## src/rtl/mips_pkg.sv

```systemverilog
// Shared fetch-side definitions: PC source encodings, fetch FSM state type, nop encoding.
// No logic, no latency; pure declarations imported by the IF/ID stage and its next-PC mux.
// No flow control here; stall semantics live in if_id_stage.
package mips_pkg;

  // PCSrc_ID encodings as resolved by the ID stage
  localparam logic [1:0] PCSRC_SEQ = 2'b00;
  localparam logic [1:0] PCSRC_BR  = 2'b01;
  localparam logic [1:0] PCSRC_J   = 2'b10;
  localparam logic [1:0] PCSRC_JR  = 2'b11;

  // All-zero word decodes as sll $0,$0,0, i.e. a nop
  localparam logic [31:0] NOP_INSTR = 32'h0000_0000;

  typedef enum logic [1:0] {
    ST_BOOT   = 2'd0,
    ST_RUN    = 2'd1,
    ST_HOLD   = 2'd2,
    ST_BUBBLE = 2'd3
  } fetch_state_t;

endpackage

```

## src/rtl/next_pc_mux.sv

```systemverilog
// Next-PC select: sequential PC+PC_INC or one of the ID-resolved redirect targets.
// Latency: purely combinational, zero cycles.
// Backpressure: none; the caller decides whether the selected PC is loaded.
// Ports: pc_src (PCSrc encoding), pc (current fetch PC), branch/jump/jr targets,
//        seq_pc (pc+PC_INC, modulo 2^DATA_WIDTH), next_pc (selected next fetch PC).
module next_pc_mux
  import mips_pkg::*;
#(
  parameter int          DATA_WIDTH = 32,
  parameter int unsigned PC_INC     = 4
) (
  input  logic [1:0]            pc_src,
  input  logic [DATA_WIDTH-1:0] pc,
  input  logic [DATA_WIDTH-1:0] branch_target,
  input  logic [DATA_WIDTH-1:0] jump_target,
  input  logic [DATA_WIDTH-1:0] jr_target,
  output logic [DATA_WIDTH-1:0] seq_pc,
  output logic [DATA_WIDTH-1:0] next_pc
);

  // Wraps silently at all-ones; targets are taken as given, no alignment forced
  assign seq_pc = pc + DATA_WIDTH'(PC_INC);

  always_comb begin
    next_pc = seq_pc;
    case (pc_src)
      PCSRC_BR: next_pc = branch_target;
      PCSRC_J:  next_pc = jump_target;
      PCSRC_JR: next_pc = jr_target;
      default:  next_pc = seq_pc;
    endcase
  end

endmodule

```

## src/rtl/if_id_stage.sv

```systemverilog
// Fetch front end: PC register, next-PC select and IF/ID pipeline register with bubble insertion.
// Latency: instruction at PC_IF appears in ID one clock later; an accepted redirect costs one bubble.
// Backpressure: Stall_IF holds the PC, Stall_ID holds IF/ID; a redirect seen during any stall is ignored.
// Ports: clk, reset (sync, active-high); Stall_IF/Stall_ID from the hazard unit; PCSrc_ID and
//        Branch/Jump/JrTarget_ID from ID; Instruction_IF from the ROM at PC_IF; outputs PC_IF,
//        PC4_ID, Instruction_ID, Valid_ID. With IF_ID_PERF_CNT_EN defined, adds saturating
//        StallCycles (cycles with Stall_ID) and FlushCount (accepted redirects).
module if_id_stage
  import mips_pkg::*;
#(
  parameter int                   DATA_WIDTH = 32,
  parameter logic [DATA_WIDTH-1:0] RESET_PC  = DATA_WIDTH'(32'h0040_0000),
  parameter int unsigned          PC_INC     = 4
) (
  input  logic                  clk,
  input  logic                  reset,
  input  logic                  Stall_IF,
  input  logic                  Stall_ID,
  input  logic [1:0]            PCSrc_ID,
  input  logic [DATA_WIDTH-1:0] BranchTarget_ID,
  input  logic [DATA_WIDTH-1:0] JumpTarget_ID,
  input  logic [DATA_WIDTH-1:0] JrTarget_ID,
  input  logic [DATA_WIDTH-1:0] Instruction_IF,
  output logic [DATA_WIDTH-1:0] PC_IF,
  output logic [DATA_WIDTH-1:0] PC4_ID,
  output logic [DATA_WIDTH-1:0] Instruction_ID,
  output logic                  Valid_ID
`ifdef IF_ID_PERF_CNT_EN
  ,
  output logic [31:0]           StallCycles,
  output logic [31:0]           FlushCount
`endif
);

  fetch_state_t state_q, state_d;

  logic [DATA_WIDTH-1:0] seq_pc;
  logic [DATA_WIDTH-1:0] next_pc;
  logic                  pc_en;
  logic                  id_en;
  logic                  id_bubble;
  logic                  take_redirect;

  next_pc_mux #(
    .DATA_WIDTH (DATA_WIDTH),
    .PC_INC     (PC_INC)
  ) u_next_pc_mux (
    .pc_src        (PCSrc_ID),
    .pc            (PC_IF),
    .branch_target (BranchTarget_ID),
    .jump_target   (JumpTarget_ID),
    .jr_target     (JrTarget_ID),
    .seq_pc        (seq_pc),
    .next_pc       (next_pc)
  );

  // State register
  always_ff @(posedge clk) begin
    if (reset) state_q <= ST_BOOT;
    else       state_q <= state_d;
  end

  // Next state: RUN, HOLD and BUBBLE all leave by the same stall/redirect rules
  always_comb begin
    state_d = state_q;
    case (state_q)
      ST_BOOT: state_d = ST_RUN;
      default: begin
        if (Stall_ID)           state_d = ST_HOLD;
        else if (take_redirect) state_d = ST_BUBBLE;
        else                    state_d = ST_RUN;
      end
    endcase
  end

  // Datapath controls. Stall_ID alone is not a legal hazard-unit output, but it
  // must still freeze the PC or the instruction held in ID would be skipped.
  always_comb begin
    pc_en         = 1'b0;
    id_en         = 1'b0;
    id_bubble     = 1'b0;
    take_redirect = 1'b0;
    pc_en         = !(Stall_IF || Stall_ID);
    id_en         = !Stall_ID;
    take_redirect = !Stall_IF && !Stall_ID && (PCSrc_ID != PCSRC_SEQ);
    // Stall_IF-only starves ID; a redirect flushes the wrong-path fetch
    id_bubble     = Stall_IF || take_redirect;
  end

  always_ff @(posedge clk) begin
    if (reset) begin
      PC_IF          <= RESET_PC;
      PC4_ID         <= '0;
      Instruction_ID <= DATA_WIDTH'(NOP_INSTR);
      Valid_ID       <= 1'b0;
    end else begin
      if (pc_en) PC_IF <= next_pc;
      if (id_en) begin
        if (id_bubble) begin
          PC4_ID         <= '0;
          Instruction_ID <= DATA_WIDTH'(NOP_INSTR);
          Valid_ID       <= 1'b0;
        end else begin
          PC4_ID         <= seq_pc;
          Instruction_ID <= Instruction_IF;
          Valid_ID       <= 1'b1;
        end
      end
    end
  end

`ifdef IF_ID_PERF_CNT_EN
  always_ff @(posedge clk) begin
    if (reset) begin
      StallCycles <= '0;
      FlushCount  <= '0;
    end else begin
      if (Stall_ID && (StallCycles != 32'hFFFF_FFFF))     StallCycles <= StallCycles + 32'd1;
      if (take_redirect && (FlushCount != 32'hFFFF_FFFF)) FlushCount  <= FlushCount + 32'd1;
    end
  end
`endif

endmodule

```

## config.mk

```make
export PLATFORM = sky130hd
export DESIGN_NAME = if_id_stage
export DESIGN_NICKNAME = d
export VERILOG_FILES = /design/src/rtl/mips_pkg.sv /design/src/rtl/next_pc_mux.sv /design/src/rtl/if_id_stage.sv
export SDC_FILE = /design/constraint.sdc
export NUM_CORES = 1
export LEC_CHECK = 0
export CORE_UTILIZATION = 40
export CTS_BUF_LIST = sky130_fd_sc_hd__clkbuf_8 sky130_fd_sc_hd__clkbuf_16
export CTS_CLUSTER_DIAMETER = 80
export CTS_CLUSTER_SIZE = 28
export DETAILED_ROUTE_END_ITERATION = 10
export PLACE_DENSITY = 0.8
export SETUP_SLACK_MARGIN = 0.5
export SLEW_MARGIN = 20
export SYNTH_ARGS = -nofsm -noshare
export SYNTH_HDL_FRONTEND = slang
export SYNTH_SLANG_ARGS = --single-unit
```

## constraint.sdc

```tcl
create_clock -name clk -period 5.46 [get_ports clk]
set_input_delay 1.638 -clock clk [delete_from_list [all_inputs] [get_ports clk]]
set_output_delay 1.638 -clock clk [all_outputs]
set_load 0.05 [all_outputs]
```

==> run metrics, run 1 <==
share of total power in the clock network 0.352; drt pass-1 iters 8; Residual DRC 10; Slew Limit Fails 0; vias in the first global route 5007; Synth cell types 52; worst min path class flop to flop; Skew-Pair Late Insertion Delay 340 ps; core area 11610 um2; antenna-violating nets left 0; first-pass GRT wire length 25900 um; cell with the most instances after synthesis dfxtp_1; sw frac 0.2857; failing checks DRC; share of layout cells above drive strength 1 0.1038; number of enable flip-flop cells after synthesis 0; Worst EP arrival 4080 ps; mean area per synthesized cell 8.756 um2; Rel. slew slack 0.2877; initial DRC count 565; Synth Instances 554; port bufs 230; capture point of the worst reg-to-reg path PC_IF[23]; Power Internal 0.001222 W; Post-Syn Area 4851 um2; combinational fraction of design power 0.205; max cap viols 0; Overflow after GRT 0; final core area utilization 0.6429; r2r setup slk 2890 ps; Final #Nets 891; Fmax achieved 0.2576 GHz; Die X 112.1 um; CTS tree done; I/O Pins 231; Critical Path Fanout Max 40; Yosys top cell area share 0.4003; Final Setup Violations 0; Final Hold Violating Endpoints 0; pin count of the biggest net entering global routing 80; Async SR Flop Fraction 0; critical path, cell by cell clkdlybuf4s50_1, or2_1, nor2_2, buf_4, a22oi_1, nor2_1; Peak VDD IR 0.1549 mV; ANT cells 0; WP buf/inv 2; period utilization 0.7110; Least-Margin Pin Slew 1060 ps; Pleak 2.635 nW; hold_buf cts 0; clock sinks 97; HPWL reported at the end of detailed placement 12550 um; Setup TNS Final 0 ps; Root Buffer clkbuf_16; Syn. warnings 0; Worst Hold Launch PC4_ID[19]; Reg clk slew, reported paths 70 ps; overall routing resource usage 0.2609; minimum clock period after layout 3882 ps; R2R cell count 5; setup bufs post-CTS 0; WL/cell 18.35 um; max incr delay on CP 910 ps; Worst Setup Start Kind primary input; die boundary height 112.1 um; CTS resizes 0; clock skew 9.879 ps; CTS HTree Levels 3; Total Routed Length 16590 um; worst endpoint required time 5660 ps; critical path class primary input to flop; Net Sw Power 0.0004887 W; CP max stage cell clkdlybuf4s50_1; post-synthesis net count 689; top cell family by delay on the critical path buffers and inverters; sequential fraction of the synthesis area 0.4003; FP Rows 39; Min-Delay Endpoint PC4_ID[19]; sequential power share 0.443; top cells by count, synth dfxtp_1, nor2_1, a22oi_1; Yosys top cell by area dfxtp_1; die area 12570 um2; reg2reg start PC_IF[11]; top_reg_cell synth dfxtp_1; Area Overhead vs Synth 53.91%; outcome complete, but fails checks; clock buffer count from CTS 9; Critical Path Sink Type flop; starting utilization of the core area 0.4177; Hold Path Cell Cnt 2; GP Congestion 0.9042; RSZ-0062 raised after global routing false; vias per inst 5.704; initial antenna violation count 0; PwrDens 229.1 nW/um2; vias post-DR 5156; clock buffer depth 2; Synth Register Bits 97; Area contributors post-synth dfxtp_1, a22oi_1, mux2_2, nor2_1, nand2_1
[area by class of cell]
cell class / instances / area [um2]
Inverter: 3 / 11.26
Timing Repair Buffer: 238 / 2352
Clock buffer: 10 / 239.0
Multi-Input combinational cell: 407 / 2700
Clock inverter: 6 / 42.54
Sequential cell: 97 / 1942
Fill cell: 988 / 4148
Tap cell: 143 / 178.9
[cell families after synthesis]
family / share of synthesized area
flops: 0.4003
mux: 0.09337
simple gates: 0.1757
buf+inv: 0.04410
xor+xnor: 0.04514
fa+ha+maj: 0.002579
compound gates: 0.2389
[state kept, by name, summed over array words and instances (netlist names)]
register / cells
PC_IF: 32
PC4_ID: 32
Valid_ID: 1
Instruction_ID: 32
[worst reg2reg max path: cells and delay by family, from the launching register on]
kind	cells	cell delay, ps
muxes	1	250
DFF	1	550
AOI/OAI and AO/OA	1	110
and+or+nand+nor	3	1520
[worst max-delay path by stage]
| stage | slack, ps | cells after the start | end | startpoint |
|---|---|---|---|---|
| detailed placement | 1260 | 6 | Instruction_ID[30] | Stall_ID |
| CTS | 1620 | 6 | Instruction_ID[30] | Stall_ID |
| global placement | 1320 | 5 | PC_IF[2] | Stall_ID |
| floorplan | 2460 | 6 | PC_IF[26] | PCSrc_ID[0] |
| finish | 1580 | 6 | Instruction_ID[30] | Stall_ID |
| global route | 1410 | 6 | Instruction_ID[30] | Stall_ID |
[power groups by stage]
stage	Clock [W]	Sequential [W]	Combinational, W
3_3_place_gp	0	0.000772	0.000345
5_1_grt	0.000640	0.000761	0.000371
2_1_floorplan	0	0.000830	0.000120
4_1_cts	0.000610	0.000757	0.000351
3_5_place_dp	0	0.000773	0.000349
6_report	0.000601	0.000758	0.000351
[routing by layer]
| layer | GRT usage | wire, um | up-vias |
|---|---|---|---|
| met5 | 0 | 0 | - |
| met4 | 0.1067 | 470 | 0 |
| met3 | 0.03996 | 1318 | 34 |
| met2 | 0.4480 | 8045 | 282 |
| met1 | 0.3274 | 6754 | 2407 |
| li1 | - | - | 2433 |
[cell usage in the layout, fill, tap and decap left out, types with 4 or more instances in the layout]
cell / count
or3_1: 4
o21ai_1: 9
nor2_2: 4
xnor2_1: 8
a221o_1: 11
o21ai_0: 35
mux2i_1: 7
inv_1: 4
a22o_1: 5
buf_4: 8
clkdlybuf4s50_1: 228
clkbuf_16: 9
nand2_1: 51
nor2_1: 70
nand4_2: 4
nand3_1: 8
nand3_2: 4
o22ai_1: 11
a211oi_1: 5
a22oi_1: 57
mux4_2: 4
xor2_1: 17
a21oi_1: 19
mux2_2: 26
dfxtp_1: 97
[stage by stage]
| stage | cell area [um2] | setup WS [ps] | hold slack [ps] | std cells | total power [W] |
|---|---|---|---|---|---|
| 2_1_floorplan | 4851 | 2464 | 657.8 | 554 | 0.0009502 |
| 3_3_place_gp | 7184 | 1321 | 430.9 | 888 | 0.001117 |
| 3_5_place_dp | 7184 | 1261 | 431.6 | 888 | 0.001123 |
| 4_1_cts | 7466 | 1619 | 440.8 | 904 | 0.001718 |
| 5_1_grt | 7466 | 1408 | 458.8 | 904 | 0.001772 |
| 6_report | 7466 | 1578 | 439.3 | 904 | 0.001711 |
Note: power is estimated with default switching activity, not from simulation.
==> run 2: changes to the inputs <==
==> constraint.sdc (replaced) <==
create_clock -name clk -period 3.75 [get_ports clk]
set_input_delay 1.125 -clock clk [delete_from_list [all_inputs] [get_ports clk]]
set_output_delay 1.125 -clock clk [all_outputs]
set_load 0.05 [all_outputs]
==> run 2 against run 1 <==
  * The run still ends with DRC left
  * Sequential share of layout area fell by 0.25 points
  * Via count rose by 0.16%
  * Power rose by 48%
  * Register-to-register slack got worse by 1600 ps
  * Clock skew fell by 5.1 ps
  * Largest cell class unchanged
  * Core utilization rose by 0.64 points
  * Die area did not move
  * Cell area rose by 0.99%
  * Highest routed layer unchanged
  * Critical path depth fell by 5
  * Cell count rose by 0.88%
  * Largest power group unchanged
  * Clock power rose by 52%
==> run metrics, run 2 (same netlist as run 1, synthesis figures left out) <==
Overflow after GRT 0 (unchanged); commonest cells after routing, fill and taps aside clkdlybuf4s50_1, dfxtp_1, nor2_1 (unchanged); Min-Delay Endpoint PC4_ID[31] (was PC4_ID[19]); pin count of the biggest net entering global routing 54 (was 80); ANT cells 0 (unchanged); outcome complete, but fails checks (unchanged); HPWL reported at the end of detailed placement 12840 um (was 12550 um); CP max stage cell clkdlybuf4s50_1 (unchanged); I/O Pins 231 (unchanged); WP buf/inv 1 (was 2); die boundary height 112.1 um (unchanged); Fmax achieved 0.3431 GHz; Pleak 2.679 nW (was 2.635 nW); Skew-Pair Late Insertion Delay 350 ps (was 340 ps); die area 12570 um2 (unchanged); most common cell after layout, fill and taps aside clkdlybuf4s50_1 (unchanged); Die X 112.1 um (unchanged); Rel. slew slack 0.4923 (was 0.2877); critical path class flop to output pin (was primary input to flop); Final #Nets 899 (was 891); worst endpoint required time 2620 ps (was 5660 ps); capture point of the worst reg-to-reg path PC_IF[18] (was PC_IF[23]); Setup TNS Final 0 ps (unchanged); initial antenna violation count 0 (unchanged); Final Hold Violating Endpoints 0 (unchanged); Slew Limit Fails 0 (unchanged); FP Rows 39 (unchanged); Worst Setup Start Kind flop (was primary input); worst min path class flop to flop (unchanged); clock sinks 97 (unchanged); initial DRC count 507 (was 565); Area Overhead vs Synth 55.43% (was 53.91%); Final Setup Violations 0 (unchanged); CTS resizes 0 (unchanged); R2R cell count 6 (was 5); WL/cell 18.40 um (was 18.35 um); final core area utilization 0.6492 (was 0.6429); CTS HTree Levels 3 (unchanged); clock skew 4.772 ps (was 9.879 ps); clock buffer count from CTS 9 (unchanged); setup bufs post-CTS 0 (unchanged); PwrDens 336.2 nW/um2 (was 229.1 nW/um2); Worst EP arrival 1790 ps (was 4080 ps); port bufs 230 (unchanged); Root Buffer clkbuf_16 (unchanged); reg2reg start PC_IF[2] (was PC_IF[11]); Critical Path Sink Type output pin (was flop); Hold Path Cell Cnt 2 (unchanged); GP Congestion 0.8750 (was 0.9042); core area 11610 um2 (unchanged); overall routing resource usage 0.2638 (was 0.2609); r2r setup slk 1340 ps (was 2890 ps); max incr delay on CP 900 ps (was 910 ps); Top Registers Instruction_ID x32, PC4_ID x32, PC_IF x32 (unchanged); critical path, cell by cell clkdlybuf4s50_1 (was clkdlybuf4s50_1, or2_1, nor2_2, buf_4, a22oi_1, nor2_1); clock buffer depth 2 (unchanged); Total Routed Length 16780 um (was 16590 um); vias per inst 5.662 (was 5.704); Least-Margin Pin Slew 757.3 ps (was 1060 ps); top cell family by delay on the critical path buffers and inverters (unchanged); vias in the first global route 5058 (was 5007); share of layout cells above drive strength 1 0.1144 (was 0.1038); Worst Hold Launch PC4_ID[31] (was PC4_ID[19]); minimum clock period after layout 2915 ps; Critical Path Fanout Max 8 (was 40); period utilization 0.7773; starting utilization of the core area 0.4177 (unchanged); hold_buf cts 0 (unchanged); Peak VDD IR 0.1991 mV (was 0.1549 mV); RSZ-0062 raised after global routing false (unchanged); Residual DRC 8 (was 10); max cap viols 0 (unchanged); drt pass-1 iters 10 (was 8); antenna-violating nets left 0 (unchanged); CTS tree done (unchanged); vias post-DR 5164 (was 5156); Reg clk slew, reported paths 70 ps (about the same); failing checks DRC (unchanged); first-pass GRT wire length 26230 um (was 25900 um)
==> run 2: changes by cell type in the layout (fill, tap and decap cells not counted) <==
cell	before	now
clkinv_4	2	0
inv_1	4	3
clkinv_2	1	0
inv_8	0	2
inv_6	1	3
buf_4	8	16
==> run 2: power by group <==
| group | switching, W | internal (W) |
|---|---|---|
| Combinational | 0.000263 | 0.000256 |
| Sequential | 0.0000436 | 0.00106 |
| Clock | 0.000430 | 0.000485 |
==> run 2: how the worst max path moves through the flow <==
stage | to | start | cells after the start | slack (ps)
final | PC_IF[23] | PC_IF[23] | 1 | 840
after floorplan | PC_IF[26] | PCSrc_ID[0] | 6 | 1270
after detailed placement | PC_IF[11] | PCSrc_ID[0] | 7 | 650
after global placement | PC_IF[11] | PCSrc_ID[0] | 7 | 700
after global routing | PC_IF[6] | PC_IF[6] | 1 | 790
after CTS | PC_IF[23] | PC_IF[23] | 1 | 840
==> run 2: layer usage <==
layer / track usage / wire (um) / vias to the layer above
li1: - / - / 2451
met1: 0.3277 / 6959 / 2429
met2: 0.4538 / 8131 / 255
met3: 0.04482 / 1353 / 29
met4: 0.1084 / 339 / 0
met5: 0 / 0 / -
==> run 2: through the flow <==
stage                     power [W]  hold slack, ps  area, um2  std cells  worst slack [ps]
after floorplan            0.001383           657.8       4851        554              1267
after global placement     0.001633           437.8       7244        896             702.8
final                      0.002535           446.8       7540        912             835.1
after CTS                  0.002542           453.8       7540        912             841.0
after global routing       0.002616           467.4       7540        912             794.3
after detailed placement   0.001640           444.7       7244        896             650.9
==> run 2: worst min-delay path: stages (launching register included) <==
cell,delay [ps]
dfxtp_1,310
nand2_1,50
o21ai_1,50
==> run 2: cell type report <==
type / count / area, um2
fillers: 952 / 4074
multi-input cells: 407 / 2700
repair buffers: 246 / 2412
flip-flops and latches: 97 / 1942
clock buffers: 10 / 239.0
well taps: 143 / 178.9
clock inverters: 6 / 56.30
inverters: 3 / 11.26
==> run 3: changes to the inputs <==
==> constraint.sdc (replaced) <==
create_clock -name clk -period 2.75 [get_ports clk]
set_input_delay 0.825 -clock clk [delete_from_list [all_inputs] [get_ports clk]]
set_output_delay 0.825 -clock clk [all_outputs]
set_load 0.05 [all_outputs]
==> run 3 against run 2 <==
  * The run still ends with DRC left
  * Clock power grew 38%
  * Die area unchanged
  * Wire length increased by 3.3%
  * Register-to-register slack got worse by 740 ps
  * Largest power group unchanged
  * Critical endpoint is now PC_IF[21]
  * Clock-buffer cell count decreased by 1
  * Combinational power increased by 37%
  * Highest routed layer unchanged
  * Non-clock buffer count rose by 6
  * Largest cell class unchanged
  * Worst hold slack got worse by 2.9 ps
  * First-iteration DRC count decreased by 30%
  * Sequential share of layout area is essentially flat
  * Sequential power rose by 36%
  * Cell count is 0.77% higher
==> run metrics, run 3 (same netlist as run 1, synthesis figures left out) <==
outcome complete, but fails checks (unchanged); failing checks DRC (unchanged); Die X 112.1 um (unchanged); Worst EP arrival 1400 ps (was 1790 ps); worst endpoint required time 1930 ps (was 2620 ps); clock buffer depth 2 (unchanged); Setup TNS Final 0 ps (unchanged); Storage cell area 1942 um2 (unchanged); placed instance area 7327 um2 (was 7244 um2); WL/cell 18.87 um (was 18.40 um); Critical Path Sink Type output pin (unchanged); Final #Nets 906 (was 899); minimum clock period after layout 2228 ps; clock sinks 97 (unchanged); CP max stage cell clkdlybuf4s15_1 (was clkdlybuf4s50_1); Residual DRC 10 (was 8); RSZ-0062 raised after global routing true (was false); Total Routed Length 17340 um (was 16780 um); clock skew 9.576 ps (was 4.772 ps); top cell family by delay on the critical path buffers and inverters (unchanged); Min-Delay Endpoint PC4_ID[25] (was PC4_ID[31]); Rel. slew slack 0.5682 (was 0.4923); Slew Limit Fails 0 (unchanged); first-pass GRT wire length 26940 um (was 26230 um); overall routing resource usage 0.2718 (was 0.2638); initial DRC count 353 (was 507); drt pass-1 iters 9 (was 10); GP Congestion 0.8944 (was 0.8750); initial antenna violation count 0 (unchanged); core area 11610 um2 (unchanged); post-route cell area 7531 um2 (was 7540 um2); Top Registers Instruction_ID x32, PC4_ID x32, PC_IF x32 (unchanged); max incr delay on CP 550 ps (was 900 ps); capture point of the worst reg-to-reg path PC4_ID[31] (was PC_IF[18]); Root Buffer clkbuf_16 (unchanged); Final Setup Violations 0 (unchanged); footprint of the multi-input gates 2730 um2 (was 2700 um2); Worst Hold Launch PC4_ID[25] (was PC4_ID[31]); Critical Path Fanout Max 5 (was 8); Pleak 3.156 nW (was 2.679 nW); CTS HTree Levels 3 (unchanged); vias post-DR 5283 (was 5164); Worst Setup Start Kind flop (unchanged); Final Hold Violating Endpoints 0 (unchanged); clock buffer count from CTS 9 (unchanged); Skew-Pair Late Insertion Delay 350 ps (about the same); ANT cells 0 (unchanged); Least-Margin Pin Slew 644.8 ps (was 757.3 ps); share of layout cells above drive strength 1 0.1314 (was 0.1144); final hold slack 443.9 ps (was 446.8 ps); I/O Pins 231 (unchanged); WP buf/inv 1 (unchanged); vias per inst 5.749 (was 5.662); setup bufs post-CTS 0 (unchanged); max cap viols 0 (unchanged); FP Rows 39 (unchanged); Hold Path Cell Cnt 2 (unchanged); Layout fillers 1029 (was 952); Overflow after GRT 0 (unchanged); die boundary height 112.1 um (unchanged); R2R cell count 6 (unchanged); Final Power 0.003470 W (was 0.002535 W); most common cell after layout, fill and taps aside clkdlybuf4s50_1 (unchanged); Peak VDD IR 0.2697 mV (was 0.1991 mV); CTS tree done (unchanged); period utilization 0.8101; antenna-violating nets left 0 (unchanged); PwrDens 460.8 nW/um2 (was 336.2 nW/um2); critical path class flop to output pin (unchanged); worst min path class flop to flop (unchanged); vias in the first global route 5153 (was 5058); pin count of the biggest net entering global routing 49 (was 54); die area 12570 um2 (unchanged); Fmax achieved 0.4489 GHz; starting utilization of the core area 0.4177 (unchanged); Area Overhead vs Synth 55.25% (was 55.43%); Reg clk slew, reported paths 70 ps (about the same); critical path, cell by cell clkdlybuf4s15_1 (was clkdlybuf4s50_1); port bufs 230 (unchanged); r2r setup slk 600 ps (was 1340 ps); HPWL reported at the end of detailed placement 13080 um (was 12840 um); commonest cells after routing, fill and taps aside clkdlybuf4s50_1, dfxtp_1, dlygate4sd2_1 (was clkdlybuf4s50_1, dfxtp_1, nor2_1); reg2reg start PC_IF[17] (was PC_IF[2])
## run 3: how the worst max path moves through the flow
stage	cells past startpoint	from	to
3_3_place_gp	5	PCSrc_ID[1]	PC_IF[15]
4_1_cts	1	PC_IF[12]	PC_IF[12]
2_1_floorplan	6	PCSrc_ID[0]	PC_IF[26]
6_report	1	PC_IF[21]	PC_IF[21]
3_5_place_dp	6	PCSrc_ID[1]	PC_IF[20]
5_1_grt	7	Stall_ID	Instruction_ID[2]
## run 3: final cells by class
| class | instances | area share |
|---|---|---|
| clock buffer | 9 | 0.02991 |
| clock inverter | 7 | 0.009470 |
| inverter | 3 | 0.001495 |
| tap | 143 | 0.02376 |
| multi-input combinational | 408 | 0.3625 |
| timing repair buffer | 252 | 0.3150 |
| sequential | 97 | 0.2578 |
## run 3: metrics by stage
| step | setup slack, ps | cells | utilization |
|---|---|---|---|
| 2_1_floorplan | 566.7 | 554 | - |
| 3_3_place_gp | -34.62 | 902 | 0.6309 |
| 3_5_place_dp | -80.74 | 902 | 0.6309 |
| 4_1_cts | 458.4 | 918 | 0.6476 |
| 5_1_grt | 498.1 | 919 | 0.6485 |
| 6_report | 522.2 | 919 | 0.6485 |
## run 3: power breakdown
| group | switching, W | internal (W) | total (W) |
|---|---|---|---|
| logic | 0.000373 | 0.000337 | 0.000711 |
| clock network | 0.000556 | 0.000707 | 0.00126 |
| registers | 0.0000527 | 0.00144 | 0.00150 |
| total | 0.000983 | 0.00249 | 0.00347 |
## run 3: repair_timing
item,in CTS,in global routing
hold buffers,0,0
setup endpoints to repair,164,60
cloned,0,1
resized for setup,105,16
## run 3: metal layers
layer | global-route usage | part of all wire
met1 | 0.3527 | 0.41
met2 | 0.4509 | 0.48
met3 | 0.05616 | 0.084
met4 | 0.09067 | 0.024
met5 | 0 | 0
==> patch 1: new RTL, config.mk and constraints of run 3 <==
Add a define of `IF_ID_PERF_CNT_EN`.
--- a/src/rtl/if_id_stage.sv
+++ b/src/rtl/if_id_stage.sv
@@ -5,6 +5,8 @@
 //        Branch/Jump/JrTarget_ID from ID; Instruction_IF from the ROM at PC_IF; outputs PC_IF,
 //        PC4_ID, Instruction_ID, Valid_ID. With IF_ID_PERF_CNT_EN defined, adds saturating
 //        StallCycles (cycles with Stall_ID) and FlushCount (accepted redirects).
+`define IF_ID_PERF_CNT_EN
+
 module if_id_stage
   import mips_pkg::*;
 #(
Formal check against the unedited RTL (old outputs only; new: FlushCount and StallCycles): equivalent (equiv_simple and equiv_induct, registers matched by name and starting in step).
==> patch 1 against run 3 <==
- the flow now finishes without violations
- wire length up 62%
- design area up 60%
- sequential cell count up 64
- final cell count up 66%
- setup slack better by 14 ps
- area after synthesis up 65%
- fmax up 0.62%
- sequential share of layout area up 1.5 points
- critical path depth unchanged
- synthesized cell count up 71%
- power up 63%
- worst hold slack better by 3.5 ps
- largest cell class unchanged
- largest power group is now clock
==> patch 1: results (changes against run 3) <==
The run finished with clean final reports. The adder-cell share of the synthesized area was 0.469% (+0.21 points); the share of the synthesized netlist area taken by xor and xnor gates was 4.60% (+0.083 points). The mean instance size in the synthesized netlist is 8.44 µm² (-3.6%), and the CTS buffer count is 17 (+8). The tools report the net count after synthesis as 1085 (+57%). The critical path's slowest cell was sky130_fd_sc_hd__dlygate4sd2_1. Yosys attributes the largest share of cell area to sky130_fd_sc_hd__dfxtp_1, sky130_fd_sc_hd__a22oi_1, sky130_fd_sc_hd__nor2_1. Net count of the finished layout: 1384 (+53%). The final-layout clock-cell area share was 5.04% (+1.1 points).

The relative max-transition margin was 47.4% (-9.5 points). In this run the worst setup path begins at StallCycles[29]$_SDFFE_PP0P_. The detailed placement HPWL came out at 20500 µm (+57%). Sorting the synthesized cells by how often they occur yields sky130_fd_sc_hd__dfxtp_1, sky130_fd_sc_hd__nor2_1, sky130_fd_sc_hd__nand2_1, sky130_fd_sc_hd__o21ai_0, sky130_fd_sc_hd__a21oi_1. The layout buffering overhead excluding clock cells is 26.4% (-5.1 points), and the worst reg-to-reg setup slack is 570 ps (-30 ps). The number of distinct standard cells referenced by the synthesized netlist came out at 61 (+17%). The share of final-layout standard cells stronger than drive strength 1 was 16.6% (+3.5 points); the vias after detailed routing was 8783 (+66%).

The detailed-routing iteration count for the pre-antenna-repair pass is 5 (-4), and the aggregate global-route resource usage is 27.2% (+0.032 points). The clock buffer count in the final layout was 19 (+10); the proportion of synthesized chip area in sequential cells was 40.3% (+0.24 points). The logs give 1488 (+65%) for the number of placed cells counting well taps and 623 (+76%) for the DRC marker count from the first detailed-route iteration. The path with the worst hold slack has its endpoint at PC4_ID[19]$_SDFFE_PP0N_. The multi-input combinational area share works out to 38.0% (+1.8 points).

The largest net degree at the start of global routing was 75 (+53%). The termination of the worst setup path is StallCycles[29]. The worst register-to-register path begins at FlushCount[1]$_SDFFE_PP0P_.

The startpoint identified for the worst hold timing path is PC4_ID[19]$_SDFFE_PP0N_. The tools report the peak supply drop as 0.432 mV (+60%). The post-CTS resize count was 207 (+97%).

The fraction of synthesized area in multiplexers came out at 5.71% (-3.6 points). The final antenna diode count was 1 (+1); the static leakage power was 4.72 nW (+50%). The wire length of the first global-routing pass was 43400 µm (+61%).

For the sequential standard cell area, the log shows 3280 µm² (+69%). The area share of the leading cell type in the synthesized netlist came out at 40.3% (+0.24 points).
patch 1: stage by stage:
stage               instance area [µm²]  hold WS, ps  power (mW)  util, %
floorplan                          8110          584        2.87        -
global placement                  11500          435        3.25     58.7
detailed placement                11500          440        3.26     58.7
global route                      12000          472        5.85     61.6
finish                            12000          447        5.65     61.6
CTS                               11900          447        5.69     61.1
patch 1: kinds of logic (layout without fill, tap and decap cells):
family	after synthesis	count (layout)
buffers and inverters	80	391
other	0	1
XOR/XNOR	42	42
adder cells (fa/ha/maj)	3	3
AO/OA/AOI/OAI	266	266
AND/OR/NAND/NOR	359	359
flip-flops	161	161
multiplexers	37	37
patch 1: report_power, final:
group	total (mW)	internal, mW	switching [mW]
clock	2.46	1.49	0.968
combinational	0.761	0.350	0.411
sequential	2.43	2.37	0.0605
patch 1: routing by layer:
layer,wire [µm],global-route usage (%),vias to the layer above
met2,13800,47.1,442
met3,2600,6.76,57
met1,10700,31.6,4132
met4,889,12.2,0
met5,0,0,-
li1,-,-,4152
==> patch 2: new RTL, settings of run 3 <==
Without the edit above. Register the input `JrTarget_ID` before use, without a reset. The logic sees it one clock later. The other inputs are not delayed to match.
--- a/src/rtl/if_id_stage.sv
+++ b/src/rtl/if_id_stage.sv
@@ -32,6 +32,12 @@
 `endif
 );
 
+  logic [DATA_WIDTH-1:0] JrTarget_ID_q;
+
+  always_ff @(posedge clk) begin
+    JrTarget_ID_q <= JrTarget_ID;
+  end
+
   fetch_state_t state_q, state_d;
 
   logic [DATA_WIDTH-1:0] seq_pc;
@@ -49,7 +55,7 @@
     .pc            (PC_IF),
     .branch_target (BranchTarget_ID),
     .jump_target   (JumpTarget_ID),
-    .jr_target     (JrTarget_ID),
+    .jr_target     (JrTarget_ID_q),
     .seq_pc        (seq_pc),
     .next_pc       (next_pc)
   );
Formal check against the unedited RTL: not equivalent (a bounded check fails within 4 cycles, from zero or initial values and one cycle with reset high).
==> patch 2 against run 3 <==
- design area increased by 13%
- area after synthesis increased by 11%
- power increased by 51%
- combinational power decreased by 4.4%
- largest power group is now clock
- sequential cell count increased by 32
- setup slack improved by 9.2 ps
- largest cell class unchanged
- synthesized cell count increased by 4.0%
- wire length increased by 9.8%
- critical path type unchanged
- core utilization decreased by 0.35 points
==> patch 2: results (changes against run 3) <==
The run finished with clean final reports. The proportion of synthesized chip area in sequential cells was 47.9% (+7.8 points). The vias after detailed routing was 5662 (+7.2%). The run gives 670 ps (+70 ps) as the worst reg-to-reg setup slack. In the post-synthesis netlist, the biggest area contributors are sky130_fd_sc_hd__dfxtp_1, sky130_fd_sc_hd__a22oi_1, sky130_fd_sc_hd__mux2_2. The tools report the clock network fraction of total power as 49.0% (+13 points). The maximum fanout along the worst path is 4 (-1). The relative max-transition margin is 53.4% (-3.4 points), and the worst clock skew on the final layout is 3.77 ps (-5.81 ps). The clock latency on the worst-skew pair was 420 ps (+70 ps); the net count of the finished layout was 935 (+3.2%). The largest net degree at the start of global routing was 51 (+4.1%). The met2 usage in global routing is 43.0% (-2.1 points), and the proportion of total power due to net switching is 24.4% (-3.9 points). The run gives 27.2% (+0.028 points) as the aggregate global-route resource usage.

The logs give 7830 µm² (+6.9%) for the placement-stage cell area and 19000 µm (+9.8%) for the total detailed-routing wirelength. The last weighted congestion value of the routability-driven placer is 0.947 (+5.9%), and the clock-pin transition on the worst setup and hold timing paths is 50 ps (-20 ps). The net count after synthesis is 711 (+3.2%).

The run gives 0.436 mV (+62%) as the peak supply drop. The run gives 7.46% (+1.8 points) as the global-route track usage on met3. The compound-cell area share of the yosys netlist was 20.6% (-3.3 points). The number of global-route vias before repair is 5454 (+5.8%), and the share of final-layout standard cells stronger than drive strength 1 is 15.6% (+2.5 points). The fraction of synthesized area in multiplexers came out at 7.40% (-1.9 points). The detailed placement HPWL is 13800 µm (+5.9%).

For the count of H-tree levels built during CTS, the log shows 4 (+1). The adder-cell share of the synthesized area came out at 0.232% (-0.026 points). The share of the synthesized netlist area taken by xor and xnor gates was 3.57% (-0.94 points). The wire length of the first global-routing pass was 29400 µm (+9.2%); the static leakage power was 3.53 nW (+12%). Portion of total power attributed to sequential cells: 38.0% (-5.1 points).
-- patch 2: cell types whose count changed in the layout (fill, tap and decap cells not counted), sizes merged, moves of 5 or more --
cell	delta
nand2	-5
dfxtp	+32
clkbuf	+14
nor2	-7
dlygate4sd2	-11
clkdlybuf4s15	+9
xor2	-9
or3	-5
xnor2	+6
o21ai	+9
-- patch 2: path summary, 6_finish.rpt --
kind / start / end / cells past startpoint
worst max-delay path: PC_IF[12]$_SDFFE_PP0P_ / PC_IF[12] / 1
worst min-delay path: PC4_ID[21]$_SDFFE_PP0N_ / PC4_ID[21]$_SDFFE_PP0N_ / 2
worst max register to register: PC_IF[2]$_SDFFE_PP0P_ / PC_IF[30]$_SDFFE_PP0P_ / 6
worst min register to register: PC4_ID[21]$_SDFFE_PP0N_ / PC4_ID[21]$_SDFFE_PP0N_ / 2
-- patch 2: cell type report --
class,count,area (µm²)
fill,1046,4680
multi-input combinational,398,2640
sequential,129,2580
timing repair buffer,252,2370
clock buffer,21,480
tap,176,220
clock inverter,11,199
inverter,2,7.51
-- patch 2: what timing repair did --
item	CTS	global route
gates resized for setup	136	28
setup buffers	2	2
endpoints found under the setup margin	129	49
gates cloned	2	0
pin swaps	1	1
-- patch 2: metrics by stage --
stage / cells / hold slack, ps
2_1_floorplan: 576 / 608
3_3_place_gp: 951 / 436
3_5_place_dp: 951 / 436
4_1_cts: 987 / 442
5_1_grt: 989 / 463
6_report: 989 / 438
-- patch 2: per-layer routing --
| layer | up-vias | routed length [µm] |
|---|---|---|
| met2 | 379 | 8930 |
| met1 | 2652 | 7700 |
| met3 | 65 | 1780 |
| met4 | 0 | 646 |
| met5 | - | 0 |
| li1 | 2566 | - |
